==> config.mk <==
export PLATFORM = sky130hd
export DESIGN_NAME = hex_scan_display
export DESIGN_NICKNAME = d
export VERILOG_FILES = /design/src/rtl/seg7_pkg.sv /design/src/rtl/scan_timer.sv /design/src/rtl/hex_scan_display.sv
export SDC_FILE = /design/constraint.sdc
export NUM_CORES = 1
export LEC_CHECK = 0
export CORE_ASPECT_RATIO = 0.75
export CORE_MARGIN = 4
export CORE_UTILIZATION = 56
export DETAILED_ROUTE_END_ITERATION = 8
export PLACE_DENSITY = 0.79
export SETUP_SLACK_MARGIN = 0.02
export SLEW_MARGIN = 20
export SYNTH_ARGS = -nofsm -noshare
export SYNTH_HDL_FRONTEND = slang
export SYNTH_SLANG_ARGS = --single-unit
export TNS_END_PERCENT = 10
==> constraint.sdc <==
create_clock -name clk -period 2.8 [get_ports clk]
set_clock_uncertainty 0.1 [all_clocks]
set_input_delay 0.84 -clock clk [delete_from_list [all_inputs] [get_ports clk]]
set_output_delay 0.84 -clock clk [all_outputs]
set_load 0.05 [all_outputs]
==> src/rtl/seg7_pkg.sv <==
// seg7_pkg: shared 7-segment constants, hex decode table and width helpers
package seg7_pkg;
  localparam logic [6:0] SEG_OFF = 7'h7F;
  function automatic int clog2(input int v);
    int r;
    r = 0;
    for (int i = 0; i < 31; i++) if ((1 << i) < v) r = i + 1;
    return r;
  endfunction
  function automatic int width_of(input int v);
    return clog2(v) < 1 ? 1 : clog2(v);
  endfunction
  function automatic logic [6:0] hex_to_seg(input logic [3:0] h);
    case (h)
      4'h0: return 7'h40;
      4'h1: return 7'h79;
      4'h2: return 7'h24;
      4'h3: return 7'h30;
      4'h4: return 7'h19;
      4'h5: return 7'h12;
      4'h6: return 7'h02;
      4'h7: return 7'h78;
      4'h8: return 7'h00;
      4'h9: return 7'h18;
      4'hA: return 7'h08;
      4'hB: return 7'h03;
      4'hC: return 7'h46;
      4'hD: return 7'h21;
      4'hE: return 7'h06;
      default: return 7'h0E;
    endcase
  endfunction
endpackage

==> src/rtl/scan_timer.sv <==
// scan_timer: slot prescaler, digit slot counter and start-of-slot blank flag
module scan_timer import seg7_pkg::*; #(
  parameter int NUM_DIGITS = 4,
  parameter int CLK_DIV = 50000,
  parameter int BLANK_CYCLES = 64,
  localparam int SW = width_of(NUM_DIGITS)
) (
  input  logic          clk,
  input  logic          rst_n,
  input  logic          en_i,
  output logic [SW-1:0] slot_o,
  output logic          blank_o
);
  localparam int PW = width_of(CLK_DIV);
  logic [PW-1:0] pre_q, pre_d;
  logic [SW-1:0] slot_q, slot_d;
  logic wrap;
  // advance the prescaler; step the slot on prescaler wrap; hold both at 0 while disabled
  always_comb begin
    wrap = pre_q == PW'(CLK_DIV - 1);
    pre_d = (!en_i || wrap) ? '0 : pre_q + 1'b1;
    slot_d = !en_i ? '0 : !wrap ? slot_q : slot_q == SW'(NUM_DIGITS - 1) ? '0 : slot_q + 1'b1;
  end
  // timer state register
  always_ff @(posedge clk or negedge rst_n) begin
    if (!rst_n) begin
      pre_q <= '0;
      slot_q <= '0;
    end else begin
      pre_q <= pre_d;
      slot_q <= slot_d;
    end
  end
  assign slot_o = slot_q;
  assign blank_o = pre_q < PW'(BLANK_CYCLES);
endmodule

==> src/rtl/hex_scan_display.sv <==
// hex_scan_display: multiplexed common-anode 7-segment driver with blanking, LZ suppression, DP and blink
module hex_scan_display import seg7_pkg::*; #(
  parameter int NUM_DIGITS = 4,
  parameter int CLK_DIV = 50000,
  parameter int BLANK_CYCLES = 64,
  parameter int BLINK_DIV = 25000000,
  localparam int SW = width_of(NUM_DIGITS)
) (
  input  logic                    clk,
  input  logic                    rst_n,
  input  logic                    enable_i,
  input  logic                    load_i,
  input  logic [4*NUM_DIGITS-1:0] value_i,
  input  logic [NUM_DIGITS-1:0]   dp_i,
  input  logic [NUM_DIGITS-1:0]   blink_i,
  input  logic                    lz_sup_i,
  output logic [6:0]              seg_o,
  output logic                    dp_o,
  output logic [NUM_DIGITS-1:0]   an_o,
  output logic [SW-1:0]           slot_o
);
  localparam int BW = width_of(BLINK_DIV);
  logic [4*NUM_DIGITS-1:0] value_q, upper;
  logic [NUM_DIGITS-1:0] dp_q, blink_q, onehot, an_q, an_d;
  logic [BW-1:0] bcnt_q, bcnt_d;
  logic phase_q, phase_d, bwrap, blank, dark;
  logic [6:0] seg_q, seg_d;
  logic dpo_q, dpo_d;
  scan_timer #(.NUM_DIGITS(NUM_DIGITS), .CLK_DIV(CLK_DIV), .BLANK_CYCLES(BLANK_CYCLES)) u_timer (
    .clk(clk), .rst_n(rst_n), .en_i(enable_i), .slot_o(slot_o), .blank_o(blank)
  );
  // blink phase timing and per-slot digit selection/darkening decision
  always_comb begin
    bwrap = bcnt_q == BW'(BLINK_DIV - 1);
    bcnt_d = (!enable_i || bwrap) ? '0 : bcnt_q + 1'b1;
    phase_d = enable_i && (phase_q ^ bwrap);
    upper = value_q >> {slot_o, 2'b00};
    onehot = NUM_DIGITS'(1) << slot_o;
    dark = blank || !enable_i || ((|(blink_q & onehot)) && phase_q) || (lz_sup_i && slot_o != '0 && upper == '0);
    an_d = dark ? '1 : ~onehot;
    seg_d = dark ? SEG_OFF : hex_to_seg(upper[3:0]);
    dpo_d = dark || !(|(dp_q & onehot));
  end
  // latch display contents and blink state; register pin outputs one cycle behind state
  always_ff @(posedge clk or negedge rst_n) begin
    if (!rst_n) begin
      value_q <= '0;
      dp_q <= '0;
      blink_q <= '0;
      bcnt_q <= '0;
      phase_q <= 1'b0;
      an_q <= '1;
      seg_q <= SEG_OFF;
      dpo_q <= 1'b1;
    end else begin
      if (load_i) begin
        value_q <= value_i;
        dp_q <= dp_i;
        blink_q <= blink_i;
      end
      bcnt_q <= bcnt_d;
      phase_q <= phase_d;
      an_q <= an_d;
      seg_q <= seg_d;
      dpo_q <= dpo_d;
    end
  end
  assign an_o = an_q;
  assign seg_o = seg_q;
  assign dp_o = dpo_q;
endmodule

Word-level counts from Yosys, hierarchy flattened
Memories as Yosys holds them, arrays and structs flattened. Index checks and enable logic that the tools add are counted. W data, S select, Z words.

Logic and storage cells: 48. Memories kept: 1. Bits in read-only memories: 112. Output and inout port bits: 14. Register bits: 80.

Mux-type cells: 7. $add $sub $neg: 3. Reductions and logical operators: 16. $lt $le $gt $ge: 1. Eq/ne operators: 4. Bitwise logic cells: 4. Shift operators: 2.

Memories: (name not given) (depth 16, bits a word 7, read ports 1, clocked after memory_dff 0, write ports 0, RTL line seg7_pkg.sv:14) `case (h)`.

Operator list (number): $add A25 B1 Y25 const B (1); $eq A25 B25 Y1 const B (1); $mux W25 (1); $add A16 B1 Y16 const B (1); $eq A16 B16 Y1 const B (1); $logic_not A16 Y1 (1); $lt A16 B7 Y1 const B (1); $mux W16 (1); $shr A16 B4 Y16 (1); $and A4 B4 Y4 (2); $reduce_or A4 Y1 (2); $mux W7 (1); $logic_or A1 B1 Y1 (6); $mux W2 (3); $logic_and A1 B1 Y1 (4); $mux W4 (1); $not A4 Y4 (1); $shl A1 B2 Y4 const A (1); $add A2 B1 Y2 const B (1); $eq A2 B2 Y1 const B (1); $logic_not A1 Y1 (2); $ne A2 B1 Y1 const B (1); $reduce_bool A2 Y1 (1); $xor A1 B1 Y1 (1).

Depth between registers and ports, before layout
Depth after elaboration: 7. Mapped depth: 10.

By module
Synthesis repeated with hierarchy kept, for this count alone.

Cell total of the unflattened synthesis: 364. Area, all modules: 4047.6 µm².

Modules (own cells, without submodules): hex_scan_display (times used 1, area an instance 3109.2 µm², cells each 269); scan_timer (times used 1, area an instance 938.4 µm², cells each 95).

Worst setup path before layout
OpenSTA, ideal clock, no wires.

Path kind: register to register. Start: register u_timer.slot_q[0] (netlist: u_timer.slot_o[0]). End: register seg_q[4] (netlist: seg_o[4]). Library setup time: 0.081 ns. Period minus slack after synthesis: 2.764 ns. Path slack: 0.036 ns. Arrival: 2.583 ns. Data required time: 2.619 ns. Cell stages (with the launch flop): 11. Path through: dfrtp_1 buf_6 mux4_2 inv_1 ha_1 nor4b_1 nand2_1 a211oi_1 a2111oi_2 buf_2 o211ai_1.

Longest elaborated chain between the ends: 7. Elaborated cells on any way between the ends: 13.

Ends and longest elaborated chain: start, declared (RTL line scan_timer.sv:16) `logic [SW-1:0] slot_q, slot_d;`; start signal, assigned (RTL line scan_timer.sv:31) `slot_q <= slot_d;`; branches (longest 6 deep; another with $mem_v2 Z16 W7); $mux W7 (*) (RTL line hex_scan_display.sv:41) `seg_d = dark ? SEG_OFF : hex_to_seg(upper[3:0]);`; net seg_d[4] (RTL line hex_scan_display.sv:27) `logic [6:0] seg_q, seg_d;`; end signal, assigned (RTL line hex_scan_display.sv:64) `seg_q <= seg_d;`; end, declared (RTL line hex_scan_display.sv:27).

Mark *: on every way through the listed nets, which the timed path passes. A chain may end at the register's enable or synchronous reset.

Worst setup path after layout
Start: register an_q[1] (netlist: an_o[1]). End: output an_o[1].

RTL lines: start, declared (RTL line hex_scan_display.sv:24) `logic [NUM_DIGITS-1:0] dp_q, blink_q, onehot, an_q, an_d;`; start signal, assigned (RTL line hex_scan_display.sv:63) `an_q <= an_d;`; end, declared (RTL line hex_scan_display.sv:19) `output logic [NUM_DIGITS-1:0] an_o,`.

No word-level cell between the ends.

==> impl_metrics.tcl <==
set metrics [dict create \
    worst_ep_arrival_time_ps 1680 \
    status "complete, no violations" \
    grt_pass1_wl_mm 13.83 \
    antenna_left 0 \
    swShare_pct 23.18 \
    dp.cells 477 \
    grt_setup_unrepaired "no" \
    drive_gt1_share_pct 18.93 \
    cp-end-kind "primary output" \
    cts.sink_count 80 \
    power_mw 2.369 \
    cts_buffers 9 \
    port_buffers 42 \
    tritoncts "yes" \
    worst_pin_slew_ps 748.0 \
    core_area_um2 6506 \
    num-fill-cells 480 \
    worstSetupPathType "reg2out" \
    hp-class "in2async" \
    ys.warnings.count 0 \
    synth_fp_nets 394 \
    post_drt_via_cell_ratio 5.479 \
    async_reset_ff_share_pct 100.0 \
    worst_slew_margin_rel_pct 49.75 \
    syn_area_per_cell_um2 10.95 \
    gp_congestion 0.8371 \
    power_frac_clock_pct 38.4 \
    synth-edff-count 0 \
    crit_buf_inv 1 \
    required_ps 1860 \
    ys_seq_area_share_pct 52.03 \
    cp-start-kind "flip-flop" \
    ys.flop_type "dfrtp_1" \
    path_cells "clkdlybuf4s50_1" \
    pre_cts_slack_ps -186.9 \
    drc_errors 0 \
    grt_usage_pct 21.03 \
    fp.dieH_um 80.05 \
    ys_seq_elements 80 \
    row_count 25 \
    crit_fanout 1 \
    n_antenna_cell 0 \
    syn_area_um2 3876 \
    finalWirelength_mm 7.833 \
    fin_crit_sh_pct 93.46 \
    antenna_found_initial 0 \
    die_w_um 104.1 \
    hold_violations 0 \
    cts-htree-levels 3 \
    num-nets-final 447 \
    p_int_mw 1.820 \
    slowest_delay_ps 800 \
    pwr-share-seq_pct 52.0 \
    r2r_start "u_timer.slot_o[0]$_DFFE_PN0N_" \
    cp_top_family "buffers and inverters" \
    clockBufferDepth 2 \
    cpMaxStageDelayCell "clkdlybuf4s50_1" \
    grt_pass1_vias 2804 \
    cts-root-buf "clkbuf_8" \
    max_freq_ghz 0.3821 \
    stdcell_count 493 \
    setup_ws_ps 183.1 \
    cap_violations 0 \
    fin_crit_ps 2617 \
    area_delta_synth_final_pct 19.88 \
    drt_iter0_drc 125 \
    startpoint "an_o[1]$_DFF_PN1_" \
    synth_cell_type_count 41 \
    gr-total-overflow 0 \
    wire_per_inst_um 15.89 \
    place_hpwl_mm 5.571 \
    peakVddDrop_mv 0.3734 \
    clock_latency_ps 350 \
    setup_viol 0 \
    initial_core_util_pct 59.58 \
    combPwrFrac_pct 9.6 \
    clk_pin_slew_worst_paths_ps 70 \
    die-area_um2 8331 \
    post-route-util_pct 71.42 \
    ios 43 \
    drtPass1Iterations 4 \
    grt_max_degree 49 \
    cellPowerDensity_nw_per_um2 509.8 \
    post_cts_buffers 0 \
    p_leak_nw 1.945 \
    drv_slew 0 \
    vias 2701 \
    syn-instance-count 354 \
    power.net_switching_uw 549.2 \
]
-- cells in the mapped netlist, types with 2 or more instances --
library cell	n	area [um^2]
dfstp_2	12	315.3
nor2b_1	2	12.51
dfrtp_1	68	1702
and4_1	3	26.28
and3_1	3	18.77
nor3_1	4	20.02
mux2i_1	2	20.02
nor3_2	2	20.02
nand2b_1	2	12.51
inv_1	12	45.04
and3_2	2	15.01
nand3_1	24	120.1
nand2_1	30	112.6
buf_6	3	33.78
xnor2_1	15	131.4
ha_1	11	137.6
buf_2	2	10.01
clkbuf_1	5	18.77
a22oi_1	6	45.04
o21ai_0	4	20.02
or3_1	2	12.51
nand4_1	7	43.79
a21oi_1	2	10.01
o211ai_1	2	15.01
buf_4	2	15.01
nor2_1	55	206.5
nor4_1	7	43.79
mux4_2	4	90.09
mux2_2	26	292.8
xor2_1	23	201.4
nor4b_1	2	17.52
-- cell usage in the layout (no fill, tap or decap), types with 3 or more instances in the layout --
| cell type | netlist | final |
|---|---|---|
| clkdlybuf4s50_1 | 0 | 39 |
| nand4_1 | 7 | 7 |
| nor3_1 | 4 | 4 |
| a22oi_1 | 6 | 6 |
| and3_1 | 3 | 3 |
| xnor2_1 | 15 | 15 |
| mux4_2 | 4 | 4 |
| mux2_2 | 26 | 26 |
| xor2_1 | 23 | 23 |
| buf_4 | 2 | 13 |
| nand2_1 | 30 | 30 |
| nor4_1 | 7 | 7 |
| dfstp_2 | 12 | 12 |
| and4_1 | 3 | 3 |
| inv_1 | 12 | 12 |
| nand3_1 | 24 | 24 |
| nor2_1 | 55 | 55 |
| ha_1 | 11 | 11 |
| clkbuf_8 | 0 | 9 |
| o21ai_0 | 4 | 4 |
| dfrtp_1 | 68 | 67 |
-- power by group through the flow --
stage / clock, mW / combinational, mW / sequential [mW]
2_1_floorplan: 0 / 0.131 / 1.24
3_3_place_gp: 0 / 0.220 / 1.25
4_1_cts: 0.937 / 0.228 / 1.23
5_1_grt: 0.988 / 0.252 / 1.24
3_5_place_dp: 0 / 0.226 / 1.25
6_report: 0.910 / 0.226 / 1.23
-- worst register-to-register path: cells and delay by family (launching register included) --
kind | cells | cell delay (ps)
compound gates | 3 | 1210
buf+inv | 2 | 300
flops | 1 | 410
fa+ha+maj | 1 | 270
simple gates | 1 | 110
-- cell type report --
| cell class | count | area, um^2 | share of cell area [%] |
|---|---|---|---|
| clock buffers | 11 | 131.4 | 2.827 |
| clock inverters | 5 | 81.33 | 1.750 |
| inverters | 12 | 45.04 | 0.9693 |
| multi-input cells | 250 | 1749 | 37.64 |
| flip-flops and latches | 80 | 2018 | 43.43 |
| well taps | 81 | 101.3 | 2.181 |
| repair buffers | 54 | 520.5 | 11.20 |
-- flip-flops by register name (all words and copies together) (netlist names) --
name and cells:
phase_q 1, dp_q 4, u_timer.pre_q 16, an_o 4, value_q 16, dp_o 1, blink_q 4, seg_o 7
u_timer.slot_o 2, bcnt_q 25
-- path summary, 6_finish.rpt --
| check | endpoint | slack, ps | cells past startpoint |
|---|---|---|---|
| worst max-delay path | an_o[1] | 180 | 1 |
| worst min-delay path | dp_q[3]$_DFFE_PN0P_ | 320 | 1 |
| worst max register to register | seg_o[2]$_DFF_PN1_ | 260 | 7 |
| worst min register to register | bcnt_q[0]$_DFF_PN0_ | 390 | 1 |
| max in group asynchronous | seg_o[3]$_DFF_PN1_ | 1660 | 2 |
| min in group clk | bcnt_q[0]$_DFF_PN0_ | 390 | 1 |
-- stage by stage --
stage | hold slack, ps | instance area (um^2) | TNS, ps
after floorplan | 350.1 | 3876 | 0
after global placement | 371.2 | 4418 | -209.6
after detailed placement | 384.7 | 4418 | -365.5
after CTS | 316.9 | 4643 | 0
after global routing | 332.1 | 4647 | 0
final | 318.2 | 4647 | 0
-- metal layers --
metal | track usage [%] | share of wire (%) | vias to the layer above
met2 | 31.26 | 44 | 55
met5 | 0 | 0 | -
met1 | 29.87 | 50 | 1314
met3 | 6.185 | 4.8 | 10
met4 | 6.640 | 1.1 | 0
li1 | - | - | 1322
-- cell families (layout without fill, tap and decap cells) --
logic type                 Yosys count  after routing  synth area share, %
muxes                               32             32                10.39
AOI/OAI and AO/OA                   18             18                3.325
DFF                                 80             80                52.03
buffers and inverters               24             82                3.163
and+or+nand+nor                    151            151                18.95
adders and majority gates           11             11                3.551
xor gates and xnor gates            38             38                8.586
-- timing repair --
item	4_1_cts	5_1_grt
resized for setup	1	2
gates cloned	0	0
hold buffers	0	0
endpoints found under the setup margin	9	2
pin swaps	0	1
Note: power is estimated with default switching activity, not from simulation.
